## src/rtl/count_sched_pkg.sv

```systemverilog
// count_sched_pkg
//   Shared types and helpers for the count_sched round-robin counter scheduler.
//   - state_t  : scheduler FSM states
//   - DIR_UP/DIR_DN : direction encodings on the dir inputs
//   - rr_pick  : circular first-set-bit search starting at a pointer
package count_sched_pkg;

   typedef enum logic [1:0] {
      IDLE = 2'd0,
      RUN  = 2'd1,
      DONE = 2'd2
   } state_t;

   localparam logic DIR_UP = 1'b1;
   localparam logic DIR_DN = 1'b0;

   // Widest requester vector rr_pick accepts; callers zero-extend into it.
   localparam int RR_MAX = 32;

   // Returns the index of the first set bit of req[0..n-1] at or after ptr,
   // wrapping around. Walks offsets high-to-low so the smallest offset from
   // ptr is the last assignment and therefore wins. Returns 0 if none set.
   function automatic int rr_pick(input logic [RR_MAX-1:0] req,
                                  input int n,
                                  input int ptr);
      int idx;
      int sel;
      sel = 0;
      for (int i = RR_MAX-1; i >= 0; i--) begin
         if (i < n) begin
            idx = ptr + i;
            if (idx >= n) idx = idx - n;
            if (req[idx]) sel = idx;
         end
      end
      return sel;
   endfunction

endpackage

```

## src/rtl/updown_mod_counter.sv

```systemverilog
// updown_mod_counter
//   Modular up/down counter, range 0..MOD-1. One step per enabled cycle.
//   Ports:
//     clk   in   clock
//     reset in   synchronous active-high reset (count=0, wrap=0)
//     en    in   step enable
//     up    in   1 = increment, 0 = decrement
//     count out  counter value
//     wrap  out  registered with the step that crossed the MOD-1 <-> 0 boundary
module updown_mod_counter #(
   parameter int W   = 4,
   parameter int MOD = 16
) (
   input  logic         clk,
   input  logic         reset,
   input  logic         en,
   input  logic         up,
   output logic [W-1:0] count,
   output logic         wrap
);

   localparam logic [W-1:0] MAXV = W'(MOD-1);

   logic [W-1:0] r_count;
   logic         r_wrap;

   always_ff @(posedge clk) begin
      if (reset) begin
         r_count <= '0;
         r_wrap  <= 1'b0;
      end else if (en) begin
         if (up) begin
            if (r_count == MAXV) begin
               r_count <= '0;
               r_wrap  <= 1'b1;
            end else begin
               r_count <= r_count + 1'b1;
               r_wrap  <= 1'b0;
            end
         end else begin
            if (r_count == '0) begin
               r_count <= MAXV;
               r_wrap  <= 1'b1;
            end else begin
               r_count <= r_count - 1'b1;
               r_wrap  <= 1'b0;
            end
         end
      end else begin
         r_wrap <= 1'b0;
      end
   end

   assign count = r_count;
   assign wrap  = r_wrap;

endmodule

```

## src/rtl/count_sched.sv

```systemverilog
// count_sched
//   Round-robin scheduler sharing one modular up/down counter among N_REQ
//   requesters. One burst of len single steps runs at a time, then done pulses
//   and arbitration restarts from the requester after the last winner.
//   Ports:
//     clk   in   clock
//     reset in   synchronous active-high reset
//     req   in   [N_REQ]        level requests
//     dir   in   [N_REQ]        per-requester direction (1 up, 0 down)
//     len   in   [N_REQ*LEN_W]  per-requester burst length
//     gnt   out  [N_REQ]        one-hot grant, held through the done cycle
//     busy  out  high while a burst is in progress (RUN/DONE)
//     done  out  one-cycle burst-complete pulse
//     count out  [W]            shared counter value
//     wrap  out  counter wrap pulse
module count_sched
   import count_sched_pkg::*;
#(
   parameter int N_REQ = 4,
   parameter int W     = 4,
   parameter int MOD   = 16,
   parameter int LEN_W = 4
) (
   input  logic                   clk,
   input  logic                   reset,
   input  logic [N_REQ-1:0]       req,
   input  logic [N_REQ-1:0]       dir,
   input  logic [N_REQ*LEN_W-1:0] len,
   output logic [N_REQ-1:0]       gnt,
   output logic                   busy,
   output logic                   done,
   output logic [W-1:0]           count,
   output logic                   wrap
);

   localparam int PW = (N_REQ > 1) ? $clog2(N_REQ) : 1;

   state_t             r_state;
   logic [N_REQ-1:0]   r_gnt;
   logic [PW-1:0]      r_ptr;
   logic [PW-1:0]      r_win;
   logic [LEN_W-1:0]   r_rem;
   logic               r_cur_dir;
   // Zero-length bursts park one extra cycle in DONE before done pulses, so
   // done always lands at least one cycle after the grant appears.
   logic               r_zero;

   logic [RR_MAX-1:0]  w_req_ext;
   int                 w_pick;
   logic [N_REQ-1:0]   w_gnt_nxt;
   logic               w_dir_sel;
   logic [LEN_W-1:0]   w_len_sel;
   logic [PW-1:0]      w_ptr_nxt;

   always_comb begin
      w_req_ext = '0;
      w_req_ext[N_REQ-1:0] = req;
   end

   assign w_pick = rr_pick(w_req_ext, N_REQ, int'(r_ptr));

   // Mux out the winner's fields and build its one-hot grant.
   always_comb begin
      w_gnt_nxt = '0;
      w_dir_sel = DIR_DN;
      w_len_sel = '0;
      for (int i = 0; i < N_REQ; i++) begin
         if (w_pick == i) begin
            w_gnt_nxt[i] = 1'b1;
            w_dir_sel    = dir[i];
            w_len_sel    = len[i*LEN_W +: LEN_W];
         end
      end
   end

   assign w_ptr_nxt = (r_win == PW'(N_REQ-1)) ? '0 : r_win + 1'b1;

   always_ff @(posedge clk) begin
      if (reset) begin
         r_state   <= IDLE;
         r_gnt     <= '0;
         r_ptr     <= '0;
         r_win     <= '0;
         r_rem     <= '0;
         r_cur_dir <= DIR_DN;
         r_zero    <= 1'b0;
      end else begin
         case (r_state)
            IDLE: begin
               if (|req) begin
                  r_gnt     <= w_gnt_nxt;
                  r_win     <= PW'(w_pick);
                  r_cur_dir <= w_dir_sel;
                  r_rem     <= w_len_sel;
                  if (w_len_sel == '0) begin
                     r_state <= DONE;
                     r_zero  <= 1'b1;
                  end else begin
                     r_state <= RUN;
                  end
               end
            end
            RUN: begin
               r_rem <= r_rem - 1'b1;
               if (r_rem == LEN_W'(1)) r_state <= DONE;
            end
            DONE: begin
               if (r_zero) begin
                  r_zero <= 1'b0;
               end else begin
                  r_state <= IDLE;
                  r_gnt   <= '0;
                  r_ptr   <= w_ptr_nxt;
               end
            end
            default: begin
               r_state <= IDLE;
               r_gnt   <= '0;
            end
         endcase
      end
   end

   updown_mod_counter #(
      .W   (W),
      .MOD (MOD)
   ) u_cnt (
      .clk   (clk),
      .reset (reset),
      .en    (r_state == RUN),
      .up    (r_cur_dir),
      .count (count),
      .wrap  (wrap)
   );

   assign gnt  = r_gnt;
   assign busy = (r_state != IDLE);
   assign done = (r_state == DONE) && !r_zero;

endmodule

```

## config.mk

```make
export PLATFORM = sky130hd
export DESIGN_NAME = count_sched
export DESIGN_NICKNAME = d
export VERILOG_FILES = /design/src/rtl/count_sched_pkg.sv /design/src/rtl/updown_mod_counter.sv /design/src/rtl/count_sched.sv
export SDC_FILE = /design/constraint.sdc
export NUM_CORES = 1
export LEC_CHECK = 0
export BUFFER_PORTS_ARGS = -buffer_cell sky130_fd_sc_hd__buf_2
export CORE_ASPECT_RATIO = 0.6
export CORE_MARGIN = 4
export CORE_UTILIZATION = 51
export DETAILED_ROUTE_END_ITERATION = 6
export PLACE_DENSITY = 0.76
export SLEW_MARGIN = 30
export SYNTH_ARGS = -nofsm -noshare
export SYNTH_HDL_FRONTEND = slang
export SYNTH_SLANG_ARGS = --single-unit
```

## constraint.sdc

```tcl
create_clock -name clk -period 3.1 [get_ports clk]
set_input_delay 0.465 -clock clk [delete_from_list [all_inputs] [get_ports clk]]
set_output_delay 0.465 -clock clk [all_outputs]
set_load 0.05 [all_outputs]
```

# Yosys cells after proc, flatten, opt, wreduce, memory -nomap -nowiden
# Index checks and enable logic that the tools add are counted.
[word_totals]
regBits = 21
latch_bits = 0
mem_bits_rw = 0
mem_bits_ro = 0
inputBits = 26
mem_count = 0
[op_classes]
addsub = 11
multipliers = 0
div_mod_pow = 0
n_lt_le_gt_ge = 8
eq_ne = 12
n_shift = 0
n_mux = 52
n_bitwise = 2
reduce_logical = 17
[op_table]
columns = ["operator", "n"]
rows = [
  ["$mux W32", 8],
  ["$lt A32 B7 Y1 const B", 4],
  ["$eq A32 B3 Y1 const B", 2],
  ["$mux W4", 10],
  ["$eq A32 B2 Y1 const B", 1],
  ["$logic_not A32 Y1", 1],
  ["$mux W1", 21],
  ["$bmux W1 S5", 4],
  ["$pmux W4 S3", 1],
  ["$sub A3 B3 Y4 const B", 3],
  ["$mux W2", 5],
  ["$ge A3 B3 Y1 const B", 3],
  ["$reduce_and A3 Y1", 3],
  ["$logic_not A4 Y1", 2],
  ["$ne A2 B2 Y1 const B", 4],
  ["$pmux W4 S2", 1],
  ["$sub A4 B1 Y4 const B", 2],
  ["$add A2 B2 Y3 const B", 2],
  ["$pmux W2 S3", 1],
  ["$reduce_and A2 Y1", 3],
  ["$reduce_bool A2 Y1", 3],
  ["$add A4 B1 Y4 const B", 1],
  ["$eq A2 B2 Y1 const B", 2],
  ["$eq A4 B1 Y1 const B", 1],
  ["13 further kinds", 14],
]

# Depth between registers and ports, before layout
[depth]
depth_word = 19
depth_mapped = 14

# By module
# Synthesis repeated with hierarchy kept, for this count alone.
[unflattened]
hier_cells = 215
hier_area_um2 = 1756.7
[by_module_without_submodules]
columns = ["module", "instances", "cells_each", "area_each_um2", "seq_area_each_um2"]
rows = [
  ["count_sched", 1, 176, 1442.6, 320.3],
  ["updown_mod_counter", 1, 39, 314.1, 100.1],
]

# Least setup slack after synthesis
# OpenSTA, ideal clock, no wires.
[synth_path]
kind = "flip-flop to flip-flop"
from = "register r_ptr[0]"
to = "register r_state[0]"
arrival_ns = 3.224
required_ns = 2.984
path_slack_ns = -0.240
path_stages_with_launch = 15
path_buffers = 4
period_less_slack_ns = 3.340
path_cell_list = "dfxtp_1 > buf_6 > buf_8 > inv_1 > clkbuf_8 > ha_1 > clkbuf_16 > mux2i_1 > nor2_1 > a211oi_4 > nor2_1 > o311ai_0 > mux2i_1 > or4_4 > a31o_1"
[synth_between]
elab_chain_cells = 19
elab_cells_between_ends = 43
[synth_lines]
columns = ["item", "line_no", "source"]
rows = [
  ["from (decl)", "count_sched.sv:40", "logic [PW-1:0] r_ptr;"],
  ["from (signal assigned)", "count_sched.sv:113", "r_ptr <= w_ptr_nxt;"],
  ["$add A2 B2 Y3", "count_sched_pkg.sv:31", "idx = ptr + i;"],
  ["$sub A3 B3 Y4 / $ge A3 B3 Y1 (equally long branches)", "count_sched_pkg.sv:32", "if (idx >= n) idx = idx - n;"],
  ["$mux W32", "count_sched_pkg.sv:32", ""],
  ["$bmux W1 S5", "count_sched_pkg.sv:33", "if (req[idx]) sel = idx;"],
  ["$mux W1 (implied by the code) (2 in series)", "count_sched_pkg.sv:33", ""],
  ["$mux W32 (3 in series)", "count_sched_pkg.sv:33", ""],
  ["$mux W32 *", "count_sched_pkg.sv:33", ""],
  ["$logic_not A32 Y1", "count_sched.sv:68", "if (w_pick == i) begin"],
  ["$mux W4 (3 in series)", "count_sched.sv:68", ""],
  ["$mux W4 *", "count_sched.sv:68", ""],
  ["$logic_not A4 Y1 *", "count_sched.sv:95", "if (w_len_sel == '0) begin"],
  ["$mux W2 *", "count_sched.sv:95", ""],
  ["$mux W2 *", "count_sched.sv:90", "if (|req) begin"],
  ["$pmux W2 S3 *", "count_sched.sv:88", "case (r_state)"],
  ["to (signal assigned)", "count_sched.sv:96", "r_state <= DONE;"],
  ["to (signal assigned)", "count_sched.sv:99", "r_state <= RUN;"],
  ["to (signal assigned)", "count_sched.sv:105", "if (r_rem == LEN_W'(1)) r_state <= DONE;"],
  ["to (decl)", "count_sched.sv:38", "state_t r_state;"],
]
# Mark *: on every way between the ends. The rest lies on a longest branch, timed or not. The select of a mux whose other input is x is not followed.
# A chain may end at the register's enable or synchronous reset.

# Worst setup path in the final report
[layout_path]
from = "register r_ptr[1]"
to = "register r_state[0]"
# The elaborated chain is that of the path after synthesis.

==> results_dict.tcl <==
set metrics [dict create \
    grt_max_degree 26 \
    dp_hpwl_um 3823 \
    synth_area_um2 1961 \
    clock_latency_ps 260 \
    root_buffer "clkbuf_8" \
    leakage_nw 0.9584 \
    hp-class "reg -> reg" \
    setup_viol 0 \
    setup_tns_ps 0 \
    place.gp.congestion 0.9060 \
    synthCells 239 \
    async_flop_share_pct 0 \
    timing.hold.ws_ps 493.7 \
    grt_pass1_vias 1751 \
    synthesis.nets 276 \
    fin_total_pwr_mw 2.016 \
    worstMarginPinSlew_ps 690.7 \
    synth_flop_cell "dfxtp_1" \
    clock_skew_ps 6.865 \
    numPortBuffers 36 \
    synth-seq-cells 21 \
    numCtsBuffers 3 \
    globalRouteOverflowTotal 0 \
    max-clock-path-buffers 2 \
    finalCritPeriodShare_pct 96.43 \
    powerDensity_nw_per_um2 865.5 \
    met2_usage_pct 28.11 \
    synth_area_leader_cell "dfxtp_1" \
    ant_nets 0 \
    die_y_um 56.03 \
    max_cap_viol_count 0 \
    cts.sinks 21 \
    final_cells 332 \
    cts_tree "yes" \
    antenna_found_initial 0 \
    hp-start "r_zero" \
    min_period_ps 2989 \
    final_cell_mix "36 x buf_2, 26 x nor2_1, 24 x nand2_1, 19 x dfxtp_1, 19 x buf_4" \
    critPathKind "reg -> reg" \
    yosysSeqAreaShare_pct 21.44 \
    die-area_um2 4933 \
    clock.fmax_mhz 334.5 \
    start_util_pct 53.28 \
    finalHoldViolations 0 \
    io_pins 37 \
    synth.distinct_cells 54 \
    grt_setup_unrepaired "yes" \
    ys_top_cells_by_area "dfxtp_1 21%, mux2i_1 9.2%, ha_1 7.0%" \
    yosys_warnings 0 \
    worstHoldEndpoint "r_zero" \
    grt_pass1_wl_um 8238 \
    synthToLayoutAreaGrowth_pct 18.83 \
    reg2reg_from "r_ptr[1]" \
    via_per_inst 5.702 \
    routedWlPerCell_um 14.82 \
    die_x_um 88.05 \
    drtIter0Drc 177 \
    vias 1893 \
    arrival_ps 3140 \
    hold_depth 2 \
    grt_use_met3_pct 5.769 \
    finish.utilization_pct 63.31 \
    status "complete, no violations" \
    nets 323 \
    drc_errors 0 \
    synth_top_area_share_pct 21.44 \
    rows 17 \
    postCtsSetupRepairBufs 0 \
    syn_avg_cell_area_um2 8.203 \
    grtUsageTotal_pct 20.80 \
    grt_util_met1_pct 32.36 \
    placedCellCount 328 \
    maxSlewViolCount 0 \
    finalWirelength_um 4921 \
    start_kind "flip-flop" \
    end_kind "flip-flop" \
    htreeDepth 1 \
    worst-path-max-fanout 7 \
    drt_pass1_iterations 4 \
    clk_pin_slew_ps 80 \
    cp.required_ps 3250 \
    slew_headroom_pct 53.86 \
    fp.coreArea_um2 3680 \
    synth-edff-count 0 \
    rr_worst_depth 11 \
    grt-busiest-layer "met1" \
    drive_gt1_share_pct 31.23 \
    peakVddDrop_uv 399.3 \
    layout_commonest_cell "buf_2" \
    r2r-end "r_state[0]" \
    ff2ff_setup_slack_ps 110 \
    cts_hold_buf 0 \
    antennaDiodeCount 0 \
]
[power by group]
part | switching [mW] | leakage (nW) | internal (mW)
Clock | 0.0884 | 0.0255 | 0.0896
Combinational | 0.808 | 0.759 | 0.534
Sequential | 0.129 | 0.174 | 0.368
Total | 1.03 | 0.958 | 0.991
[cells in the mapped netlist (3+ instances only)]
master    instances
a311oi_1          3
o21ai_0          10
buf_6             3
inv_1            10
nor3_1           10
mux2i_1          18
nand4_1           4
a21oi_1          18
nand3b_1          4
nor2b_1           3
nor2_1           27
nand2_1          24
nor4b_1           3
clkbuf_8          3
nor4_1            4
nor3_2            3
dfxtp_1          21
ha_1             11
clkbuf_1          4
and3_1            3
nand3_1           9
o311ai_0          4
[metal layers]
layer | share of wire, % | routed length, µm | up-vias
met3 | 6.6 | 324 | 7
met1 | 53 | 2584 | 864
met5 | 0 | 0 | -
met4 | 0.83 | 41 | 0
met2 | 40 | 1970 | 49
li1 | - | - | 973
[per-stage QoR]
stage | area (µm²) | setup WS (ps)
2_1_floorplan | 2007 | -88.03
3_3_place_gp | 2250 | 83.34
3_5_place_dp | 2250 | 60.63
4_1_cts | 2296 | 28.20
5_1_grt | 2330 | -20.73
6_report | 2330 | 110.5
[critical path, stage by stage (launching register included)]
cell and delay, ps:
dfxtp_2 350, buf_4 160, ha_1 200, and2b_2 260, nor3_2 50, buf_4 160
a211oi_4 400, nor2_2 110, o311ai_1 290, mux2i_1 140, or4_4 550, a31o_1 200
[flip-flops by register name, summed over array words and instances (netlist names)]
name	count
gnt	4
r_rem	4
u_cnt.count	4
r_ptr	2
r_state	2
r_win	2
r_cur_dir	1
r_zero	1
u_cnt.wrap	1
[cell type report]
cell class	instances	area, µm²
Tap cell	47	58.81
Fill cell	328	1350
Clock buffer	3	41.29
Multi-Input combinational cell	195	1436
Timing Repair Buffer	55	322.8
Clock inverter	1	5.005
Sequential cell	21	425.4
Inverter	10	40.04
[how the worst max path moves through the flow]
stage              from    endpoint  slack, ps  depth (start not counted)
3_5_place_dp   r_ptr[1]  r_state[0]         60                         12
3_3_place_gp   r_ptr[1]  r_state[0]         80                         12
2_1_floorplan  r_ptr[0]  r_state[0]        -90                         13
5_1_grt        r_ptr[1]  r_state[0]        -20                         12
4_1_cts        r_ptr[1]  r_state[0]         30                         12
6_report       r_ptr[1]  r_state[0]        110                         11
[kinds of logic after synthesis]
kind of cell	synth area share [%]
compound gates	21.95
xor+xnor	1.340
fa+ha+maj	7.020
buf+inv	8.998
flops	21.44
mux	12.32
simple gates	26.93
[what timing repair did]
action | 4_1_cts | 5_1_grt
endpoints found under the hold margin | 0 | 0
resized for setup | 0 | 8
endpoints found under the setup margin | 0 | 3
Note: power is estimated with default switching activity, not from simulation.
